`config.mk`:
```
export PLATFORM = sky130hd
export DESIGN_NAME = mgt01_alu_issue
export DESIGN_NICKNAME = d
export VERILOG_FILES = /design/src/rtl/mgt01_alu_issue_pkg.sv /design/src/rtl/mgt01_issue_skid.sv /design/src/rtl/mgt01_alu_issue.sv
export SDC_FILE = /design/constraint.sdc
export NUM_CORES = 1
export LEC_CHECK = 0
export BUFFER_PORTS_ARGS = -buffer_cell sky130_fd_sc_hd__buf_2
export CORE_MARGIN = 1
export CORE_UTILIZATION = 25
export DETAILED_ROUTE_END_ITERATION = 16
export PLACE_DENSITY = 0.57
export SYNTH_ARGS = -nofsm -noshare
export SYNTH_HDL_FRONTEND = slang
export SYNTH_SLANG_ARGS = --single-unit
export TNS_END_PERCENT = 5
```
`constraint.sdc`:
```
create_clock -name clk_i -period 5.6 [get_ports clk_i]
set_input_delay 1.12 -clock clk_i [delete_from_list [all_inputs] [get_ports clk_i]]
set_output_delay 1.12 -clock clk_i [all_outputs]
set_load 0.05 [all_outputs]
```
`src/rtl/mgt01_alu_issue_pkg.sv`:
```
// rtl/mgt01_alu_issue_pkg.sv - shared opcodes, ALU op encoding and writeback bundle for the issue stage
package mgt01_alu_issue_pkg;

    localparam int XLEN = 32;

    localparam logic [6:0] OPC_OP     = 7'b0110011;
    localparam logic [6:0] OPC_OP_IMM = 7'b0010011;
    localparam logic [6:0] OPC_LUI    = 7'b0110111;
    localparam logic [6:0] OPC_AUIPC  = 7'b0010111;
    localparam logic [6:0] OPC_JAL    = 7'b1101111;
    localparam logic [6:0] OPC_JALR   = 7'b1100111;
    localparam logic [6:0] OPC_BRANCH = 7'b1100011;
    localparam logic [6:0] OPC_SYSTEM = 7'b1110011;

    typedef enum logic [3:0] {
        ALU_ADD, ALU_SUB, ALU_XOR, ALU_OR, ALU_AND,
        ALU_SLL, ALU_SRL, ALU_SRA,
        ALU_EQ, ALU_NE, ALU_LT, ALU_GE, ALU_LTU, ALU_GEU,
        ALU_BMSK
    } alu_ops_e;

    typedef union packed {
        logic [XLEN-1:0]        u;
        logic signed [XLEN-1:0] s;
    } data_u;

    typedef enum logic [1:0] {EMPTY, ONE, FULL} issue_state_e;

    typedef struct packed {
        logic [XLEN-1:0] result;
        logic [4:0]      rd;
        logic            wr_en;
        logic            taken;
        logic [XLEN-1:0] target;
        logic [XLEN-1:0] csr_wdata;
        logic            csr_we;
        logic            illegal;
    } wb_bundle_t;

    // Shift amounts only ever use the low five bits of the operand.
    function automatic logic [XLEN-1:0] shamt(input logic [XLEN-1:0] v);
        return {{(XLEN-5){1'b0}}, v[4:0]};
    endfunction

endpackage

```
`src/rtl/mgt01_issue_skid.sv`:
```
// rtl/mgt01_issue_skid.sv - generic 2-entry valid/ready output register with skid slot
module mgt01_issue_skid
    import mgt01_alu_issue_pkg::*;
#(
    parameter type T = wb_bundle_t
) (
    input  logic clk,
    input  logic rst,
    input  logic flush,
    input  logic in_valid,
    output logic in_ready,
    input  T     in_data,
    output logic out_valid,
    input  logic out_ready,
    output T     out_data
);

    issue_state_e state, state_next;
    T             out_q, skid_q;
    logic         accept, take;
    logic         load_in, load_skid, pop_skid;

    assign in_ready  = (state != FULL) && !rst;
    assign accept    = in_valid && in_ready && !flush;
    assign out_valid = (state != EMPTY);
    assign take      = out_valid && out_ready;
    assign out_data  = out_q;

    always_ff @(posedge clk) begin
        if (rst) state <= EMPTY;
        else     state <= state_next;
    end

    always_comb begin
        state_next = state;
        load_in    = 1'b0;
        load_skid  = 1'b0;
        pop_skid   = 1'b0;
        if (flush) begin
            state_next = EMPTY;
        end else begin
            case (state)
                EMPTY: if (accept) begin
                    state_next = ONE;
                    load_in    = 1'b1;
                end
                ONE: begin
                    if (accept && !take) begin
                        state_next = FULL;
                        load_skid  = 1'b1;
                    end else if (take && !accept) begin
                        state_next = EMPTY;
                    end else if (take && accept) begin
                        load_in = 1'b1;
                    end
                end
                FULL: if (take) begin
                    state_next = ONE;
                    pop_skid   = 1'b1;
                end
                default: state_next = EMPTY;
            endcase
        end
    end

    // Data is cleared on reset and flush so a dropped entry never lingers on the outputs.
    always_ff @(posedge clk) begin
        if (rst || flush) begin
            out_q  <= '0;
            skid_q <= '0;
        end else begin
            if (load_in)       out_q <= in_data;
            else if (pop_skid) out_q <= skid_q;
            if (load_skid)     skid_q <= in_data;
        end
    end

endmodule

```
`src/rtl/mgt01_alu_issue.sv`:
```
// rtl/mgt01_alu_issue.sv - execute issue/writeback sequencer; CSR decode enabled by MGT01_ISSUE_CSR_EN
module mgt01_alu_issue
    import mgt01_alu_issue_pkg::*;
(
    input  logic            clk_i,
    input  logic            rst_i,
    input  logic            flush_i,
    input  logic            valid_i,
    output logic            ready_o,
    input  logic [6:0]      opcode_i,
    input  logic [2:0]      funct3_i,
    input  logic [6:0]      funct7_i,
    input  logic [XLEN-1:0] rs1_data_i,
    input  logic [XLEN-1:0] rs2_data_i,
    input  logic [XLEN-1:0] imm_i,
    input  logic [XLEN-1:0] pc_i,
    input  logic [XLEN-1:0] csr_data_i,
    input  logic [4:0]      rd_addr_i,
    output data_u           alu_op_A_o,
    output data_u           alu_op_B_o,
    output alu_ops_e        alu_ops_o,
    input  logic [XLEN-1:0] alu_result_i,
    input  logic            alu_comparison_i,
    output logic            valid_o,
    input  logic            ready_i,
    output logic [XLEN-1:0] result_o,
    output logic [4:0]      rd_addr_o,
    output logic            wr_en_o,
    output logic            branch_taken_o,
    output logic [XLEN-1:0] branch_target_o,
    output logic [XLEN-1:0] csr_wdata_o,
    output logic            csr_we_o,
    output logic            illegal_o
);

    logic [XLEN-1:0] op_a, op_b;
    alu_ops_e        alu_op;
    logic            legal, writes_rd, is_jump, is_branch, use_cmp, is_csr;
    logic [XLEN-1:0] tgt_base, tgt_sum;
    wb_bundle_t      wb_in, wb_out;
    logic            out_valid;
`ifdef MGT01_ISSUE_CSR_EN
    logic            csr_direct;
    logic [XLEN-1:0] csr_src;

    assign csr_src = funct3_i[2] ? {{(XLEN-5){1'b0}}, imm_i[4:0]} : rs1_data_i;
`endif

    always_comb begin
        op_a      = '0;
        op_b      = '0;
        alu_op    = ALU_ADD;
        legal     = 1'b0;
        writes_rd = 1'b0;
        is_jump   = 1'b0;
        is_branch = 1'b0;
        use_cmp   = 1'b0;
        is_csr    = 1'b0;
`ifdef MGT01_ISSUE_CSR_EN
        csr_direct = 1'b0;
`endif
        if (valid_i) begin
            case (opcode_i)
                OPC_OP, OPC_OP_IMM: begin
                    op_a      = rs1_data_i;
                    op_b      = (opcode_i == OPC_OP) ? rs2_data_i : imm_i;
                    writes_rd = 1'b1;
                    case (funct3_i)
                        3'b000: alu_op = (opcode_i == OPC_OP && funct7_i[5]) ? ALU_SUB : ALU_ADD;
                        3'b001: begin alu_op = ALU_SLL; op_b = shamt(op_b); end
                        3'b010: begin alu_op = ALU_LT;  use_cmp = 1'b1; end
                        3'b011: begin alu_op = ALU_LTU; use_cmp = 1'b1; end
                        3'b100: alu_op = ALU_XOR;
                        3'b101: begin alu_op = funct7_i[5] ? ALU_SRA : ALU_SRL; op_b = shamt(op_b); end
                        3'b110: alu_op = ALU_OR;
                        default: alu_op = ALU_AND;
                    endcase
                    // OP-IMM immediates overlap funct7 except on shifts.
                    if (opcode_i == OPC_OP)
                        legal = (funct7_i == 7'b0000000) ||
                                (funct7_i == 7'b0100000 && (funct3_i == 3'b000 || funct3_i == 3'b101));
                    else if (funct3_i == 3'b001)
                        legal = (funct7_i == 7'b0000000);
                    else if (funct3_i == 3'b101)
                        legal = (funct7_i == 7'b0000000) || (funct7_i == 7'b0100000);
                    else
                        legal = 1'b1;
                end
                OPC_LUI: begin
                    op_b      = imm_i;
                    legal     = 1'b1;
                    writes_rd = 1'b1;
                end
                OPC_AUIPC: begin
                    op_a      = pc_i;
                    op_b      = imm_i;
                    legal     = 1'b1;
                    writes_rd = 1'b1;
                end
                OPC_JAL, OPC_JALR: begin
                    op_a      = pc_i;
                    op_b      = 32'd4;
                    is_jump   = 1'b1;
                    writes_rd = 1'b1;
                    legal     = (opcode_i == OPC_JAL) || (funct3_i == 3'b000);
                end
                OPC_BRANCH: begin
                    op_a      = rs1_data_i;
                    op_b      = rs2_data_i;
                    is_branch = 1'b1;
                    legal     = 1'b1;
                    case (funct3_i)
                        3'b000:  alu_op = ALU_EQ;
                        3'b001:  alu_op = ALU_NE;
                        3'b100:  alu_op = ALU_LT;
                        3'b101:  alu_op = ALU_GE;
                        3'b110:  alu_op = ALU_LTU;
                        3'b111:  alu_op = ALU_GEU;
                        default: legal  = 1'b0;
                    endcase
                end
`ifdef MGT01_ISSUE_CSR_EN
                OPC_SYSTEM: begin
                    is_csr    = 1'b1;
                    writes_rd = 1'b1;
                    legal     = 1'b1;
                    case (funct3_i[1:0])
                        2'b01: csr_direct = 1'b1;
                        2'b10: begin alu_op = ALU_OR;   op_a = csr_src; op_b = csr_data_i; end
                        2'b11: begin alu_op = ALU_BMSK; op_a = csr_src; op_b = csr_data_i; end
                        default: legal = 1'b0;
                    endcase
                end
`endif
                default: legal = 1'b0;
            endcase
        end
    end

    assign alu_op_A_o = data_u'(op_a);
    assign alu_op_B_o = data_u'(op_b);
    assign alu_ops_o  = alu_op;

    // Dedicated target adder keeps the ALU free to compute the link address.
    assign tgt_base = (opcode_i == OPC_JALR) ? rs1_data_i : pc_i;
    assign tgt_sum  = tgt_base + imm_i;

    always_comb begin
        wb_in         = '0;
        wb_in.result  = is_csr  ? csr_data_i :
                        use_cmp ? {{(XLEN-1){1'b0}}, alu_comparison_i} : alu_result_i;
        wb_in.rd      = rd_addr_i;
        wb_in.wr_en   = legal && writes_rd && (rd_addr_i != 5'd0);
        wb_in.taken   = legal && (is_jump || (is_branch && alu_comparison_i));
        wb_in.target  = (is_jump || is_branch) ?
                        {tgt_sum[XLEN-1:1], tgt_sum[0] & (opcode_i != OPC_JALR)} : '0;
`ifdef MGT01_ISSUE_CSR_EN
        wb_in.csr_wdata = is_csr ? (csr_direct ? csr_src : alu_result_i) : '0;
        wb_in.csr_we    = legal && is_csr;
`else
        wb_in.csr_wdata = '0;
        wb_in.csr_we    = 1'b0;
`endif
        wb_in.illegal = valid_i && !legal;
    end

    mgt01_issue_skid #(.T(wb_bundle_t)) u_skid (
        .clk       (clk_i),
        .rst       (rst_i),
        .flush     (flush_i),
        .in_valid  (valid_i),
        .in_ready  (ready_o),
        .in_data   (wb_in),
        .out_valid (out_valid),
        .out_ready (ready_i),
        .out_data  (wb_out)
    );

    assign valid_o         = out_valid;
    assign result_o        = wb_out.result;
    assign rd_addr_o       = wb_out.rd;
    assign wr_en_o         = out_valid && wb_out.wr_en;
    assign branch_taken_o  = out_valid && wb_out.taken;
    assign branch_target_o = wb_out.target;
    assign csr_wdata_o     = wb_out.csr_wdata;
    assign csr_we_o        = out_valid && wb_out.csr_we;
    assign illegal_o       = out_valid && wb_out.illegal;

endmodule

```
## Yosys cells after proc, flatten, opt, wreduce, memory -nomap -nowiden

Cells that the tools add are included.

- Input port bits: 220
- Register bits after elaboration: 146
- Word-level logic and storage cells: 132
- Output and inout port bits: 175

- $add $sub $neg: 1
- Eq/ne operators: 22
- Bitwise gates (word level): 1
- Multiplexer cells: 49
- Reduce and logical (&&, ||, !) cells: 46

Operators with widths:

| operator | number |
|---|---|
| $mux W32 | 7 |
| $mux W105 | 2 |
| $pmux W32 S4 | 1 |
| $pmux W32 S2 | 1 |
| $add A32 B32 Y32 | 1 |
| $pmux W4 S7 | 1 |
| $mux W1 | 27 |
| $pmux W4 S6 | 1 |
| $eq A7 B6 Y1 const B | 3 |
| $eq A7 B7 Y1 const B | 3 |
| $logic_and A1 B1 Y1 | 17 |
| $eq A7 B5 Y1 const B | 2 |
| $eq A3 B3 Y1 const B | 4 |
| $reduce_or A2 Y1 | 6 |
| $reduce_or A6 Y1 | 2 |
| $mux W2 | 4 |
| $pmux W4 S2 | 1 |
| $logic_not A7 Y1 | 1 |
| $logic_or A1 B1 Y1 | 7 |
| $ne A7 B7 Y1 const B | 1 |
| $eq A3 B2 Y1 const B | 2 |
| $pmux W2 S3 | 1 |
| $reduce_or A3 Y1 | 2 |
| $logic_not A1 Y1 | 5 |
| 15 further kinds | 17 |

## Logic depth before layout (Yosys ltp)

- Word-level depth: 11
- Gate-level depth with buffers: 16
- Gate-level depth less buffers: 14

## Modules after synthesis

From an unflattened synthesis, not the netlist that was laid out.

- Cell total of the unflattened synthesis: 1652
- Area total of the unflattened synthesis: 13038.8 um^2

Modules (own cells, without submodules):

| module | cells an instance | seq. area each (um^2) | area an instance (um^2) | times used |
|---|---|---|---|---|
| mgt01_issue_skid | 1114 | 4244.1 | 9158.8 | 1 |
| mgt01_alu_issue | 538 | 0.0 | 3880.0 | 1 |

## Worst setup path after synthesis

No wires, ideal clock.

- Path type: input to register
- From: input opcode_i[5]
- To: register u_skid.out_q (netlist bit u_skid.out_data[64])
- Arrival: 4.327 ns
- Slack: 1.157 ns
- Stages on the path: 16
- Setup time: 0.116 ns
- Path buffers: 2
- Data required time: 5.484 ns
- Cells stage by stage: buf_4 > nand3b_4 > nor3_2 > clkbuf_1 > mux2_2 > ha_1 > inv_1 > fa_1 > nor2b_4 > o2111ai_1 > nand3_2 > a21oi_4 > o21ai_2 > and3_4 > or3_1 > a31o_1

- Longest elaborated chain between the ends: 7
- Elaborated cells between the ends (all ways): 13
- Those cells by class: add/sub (1); eq/ne (3); mux (7); reduce/logical (2)

Ends and longest elaborated chain:

| element | RTL line | text |
|---|---|---|
| from (decl) | mgt01_alu_issue.sv:10 | `input logic [6:0] opcode_i,` |
| branches (longest 5 deep; another with $add A32 B32 Y32) | - |  |
| $mux W32 (*) | mgt01_alu_issue.sv:155 | `wb_in.target = (is_jump \|\| is_branch) ?` |
| $mux W105 (*) | mgt01_issue_skid.sv:72 | `if (load_in) out_q <= in_data;` |
| to (signal assigned) | mgt01_issue_skid.sv:72 |  |
| to (signal assigned) | mgt01_issue_skid.sv:73 | `else if (pop_skid) out_q <= skid_q;` |
| to (decl) | mgt01_issue_skid.sv:19 | `T out_q, skid_q;` |

Mark *: on every way between the ends.
A chain may end at the register's enable or synchronous reset.

==> results.json <==
{
  "synth.cell_area_um2": 9719,
  "period_share": 0.8101,
  "max_stage_delay_ns": 0.53,
  "gp_congestion": 0.8914,
  "seq_area_frac_synth": 0.3007,
  "layout-drive-gt1-share": 0.3288,
  "clock_skew_ns": 0.009752,
  "worstMarginPinSlew_ns": 1.025,
  "fmax_mhz": 220.4,
  "hold_path_class": "reg -> reg",
  "cts_tree": "done",
  "vias": 9189,
  "max_slew_margin": 0.3166,
  "drv_cap": 0,
  "p_sw_frac": 0.3072,
  "worstSetupEndpoint": "alu_op_B_o[17]",
  "cts_num_sinks": 146,
  "crit_chain": "buf_2 -> nand2b_1 -> nor4_4 -> buf_4 -> nand2_1 -> o21bai_2 -> buf_4 -> a22oi_1 -> nor2_1 -> buf_2",
  "grt_pass1_wl_um": 52790,
  "p_sw_mw": 0.8767,
  "synthFlopType": "dfxtp_1",
  "worstPathArrival_ns": 3.42,
  "finalPower_mw": 2.854,
  "power_density_nw_per_um2": 240.1,
  "yosysTopAreaCellShare": 0.3007,
  "hold_slack_ns": 0.4570,
  "clkPwrFrac": 0.438,
  "outcome": "complete, no violations",
  "grt_pass1_vias": 8910,
  "report.final.slew_viol_count": 0,
  "wirelength_um": 35010,
  "cp_top_family": "buffers and inverters",
  "cts_max_level": 4,
  "die-width_um": 199.2,
  "clk_pin_slew_ns": 0.07,
  "drtIter0Drc": 418,
  "yosysWarnings": 0,
  "ctsResizeCount": 0,
  "grt_setup_unrepaired": "false",
  "place_ws_ns": 0.7347,
  "path_max_fanout": 16,
  "viasPerCell": 4.836,
  "synth_edf_count": 0,
  "synth_common_cells": "146 x dfxtp_1, 106 x buf_4, 90 x nand2_1",
  "required_ns": 4.48,
  "final_nets": 1633,
  "startpoint": "opcode_i[6]",
  "total_leakage_power_nw": 5.177,
  "dr.pass1.iters": 6,
  "rrSetupSlack_ns": 3.00,
  "critPathKind": "in -> out",
  "grt_max_degree": 79,
  "path_depth": 10,
  "critPathBufInv": 4,
  "grt.overflow.total": 0,
  "final-setup-viol-count": 0,
  "dieArea_um2": 39670,
  "cts_hold_buf": 0,
  "die_h_um": 199.2,
  "syn-instance-count": 1154,
  "numCtsBuffers": 17,
  "period_needed_ns": 4.537,
  "io_buffer_count": 329,
  "pin_count": 395,
  "syn_avg_cell_area_um2": 8.422,
  "startpoint_type": "input port",
  "hpwl_um": 26980,
  "synthDistinctLibCells": 74,
  "end_kind": "output port",
  "route.detailed.drc": 0,
  "async_reset_ff_frac": 0,
  "r2r_end": "u_skid.out_data[97]$_SDFFE_PP0P_",
  "nFillCells": 4109,
  "p_seq_frac": 0.369,
  "setup_tns_ns": 0,
  "share_comb_of_total_power": 0.193,
  "antenna_found_initial": 7,
  "initial_utilization": 0.2562,
  "slowest_stage": "o21bai_2",
  "cts_root_buf": "clkbuf_16",
  "ff2ff_path_depth": 6,
  "num_rows": 71,
  "timing.rr.start": "u_skid.state[1]$_SDFFE_PP0P_",
  "synthTopCellsByArea": "dfxtp_1 30%, buf_4 8.2%, a211oi_1 5.9%, mux2i_1 5.0%, ha_1 4.9%",
  "postCtsSetupRepairBufs": 0,
  "final.setup.worst_slack_ns": 1.063,
  "multiInputGateArea_um2": 5802,
  "intPower_mw": 1.977,
  "min_path_cells": 2,
  "final_util": 0.3133,
  "ys_seq_elements": 146,
  "seq_area_um2": 2923,
  "area_growth_pct": 22.28,
  "wl_per_cell_um": 18.43,
  "grt_usage": 0.1738,
  "ir_worst_vdd_mv": 0.2104,
  "antenna_left": 0,
  "yosysMostFrequentCell": "dfxtp_1",
  "insertion_delay_ns": 0.43,
  "clock_path_buffers": 2,
  "finalHoldViolations": 0,
  "synth_top_cell_by_area": "dfxtp_1",
  "core_area_um2": 37930
}
==> routing by layer <==
layer	part of all wire	vias to the layer above	global-route usage
li1	-	4519	-
met1	0.44	4310	0.2153
met2	0.48	318	0.3003
met3	0.058	38	0.03730
met4	0.017	4	0.04929
met5	0.00063	-	0
==> kinds of logic (layout without fill, tap and decap cells) <==
group,count (synthesis),in the layout,share of synthesized area
multiplexers,81,81,0.08754
buffers and inverters,195,396,0.1183
AND/OR/NAND/NOR,325,325,0.1671
other,1,35,0.0003858
adder cells (fa/ha/maj),39,39,0.05098
XOR/XNOR,29,29,0.02613
AO/OA/AOI/OAI,338,338,0.2488
flip-flops,146,146,0.3007
==> power by group through the flow <==
| stage | Clock [mW] | Sequential [mW] | Combinational, mW |
|---|---|---|---|
| 2_1_floorplan | 0 | 1.08 | 0.387 |
| 3_3_place_gp | 0 | 1.08 | 0.548 |
| 3_5_place_dp | 0 | 1.08 | 0.550 |
| 4_1_cts | 1.29 | 1.05 | 0.553 |
| 5_1_grt | 1.33 | 1.05 | 0.598 |
| 6_report | 1.25 | 1.05 | 0.550 |
==> worst min path at each step <==
| stage | slack, ns | to | from |
|---|---|---|---|
| floorplan | 0.42 | u_skid.skid_q[57]$_SDFFE_PP0P_ | u_skid.skid_q[57]$_SDFFE_PP0P_ |
| global placement | 0.43 | u_skid.skid_q[61]$_SDFFE_PP0P_ | u_skid.skid_q[61]$_SDFFE_PP0P_ |
| detailed placement | 0.45 | u_skid.skid_q[57]$_SDFFE_PP0P_ | u_skid.skid_q[57]$_SDFFE_PP0P_ |
| CTS | 0.46 | u_skid.skid_q[86]$_SDFFE_PP0P_ | u_skid.skid_q[86]$_SDFFE_PP0P_ |
| global route | 0.48 | u_skid.skid_q[95]$_SDFFE_PP0P_ | u_skid.skid_q[95]$_SDFFE_PP0P_ |
| finish | 0.46 | u_skid.skid_q[75]$_SDFFE_PP0P_ | u_skid.skid_q[75]$_SDFFE_PP0P_ |
==> worst min-delay path, cell delays in order (launching register included) <==
cell     delay (ns)
dfxtp_1        0.31
nand3_1        0.06
nand2_1        0.05
==> area by class of cell <==
cell class | instances | share of cell area
Sequential cell | 146 | 0.2459
Tap cell | 511 | 0.05380
Clock inverter | 14 | 0.01758
Inverter | 11 | 0.003474
Clock buffer | 18 | 0.03695
Multi-Input combinational cell | 845 | 0.4882
Antenna cell | 2 | 0.0004211
Timing Repair Buffer | 353 | 0.1537
==> cell usage in the layout, fill, tap and decap left out, types with 7 or more instances in the layout <==
cell type and instances:
o21ai_0 51, a21oi_1 53, a211oi_1 77, nand2_1 90, conb_1 33, nor3_1 7, a22oi_1 33, xnor2_1 23
buf_4 24, buf_2 329, nor2_1 63, a22o_1 47, dfxtp_1 146, inv_1 11, mux2_2 32, clkbuf_16 17
nand3_1 88, nor2b_1 32, ha_1 38, a21o_1 18, mux2i_1 49
==> registers in the layout, indices dropped and copies added, names as in the netlist <==
register and flops:
u_skid.state 2, u_skid.skid_q 72, u_skid.out_data 72
==> through the flow <==
step / instance area, um2 / std cells
2_1_floorplan: 9839 / 1186
3_3_place_gp: 11230 / 1866
3_5_place_dp: 11230 / 1866
4_1_cts: 11880 / 1898
5_1_grt: 11890 / 1900
6_report: 11890 / 1900
Power figures use the tool's default switching activity.
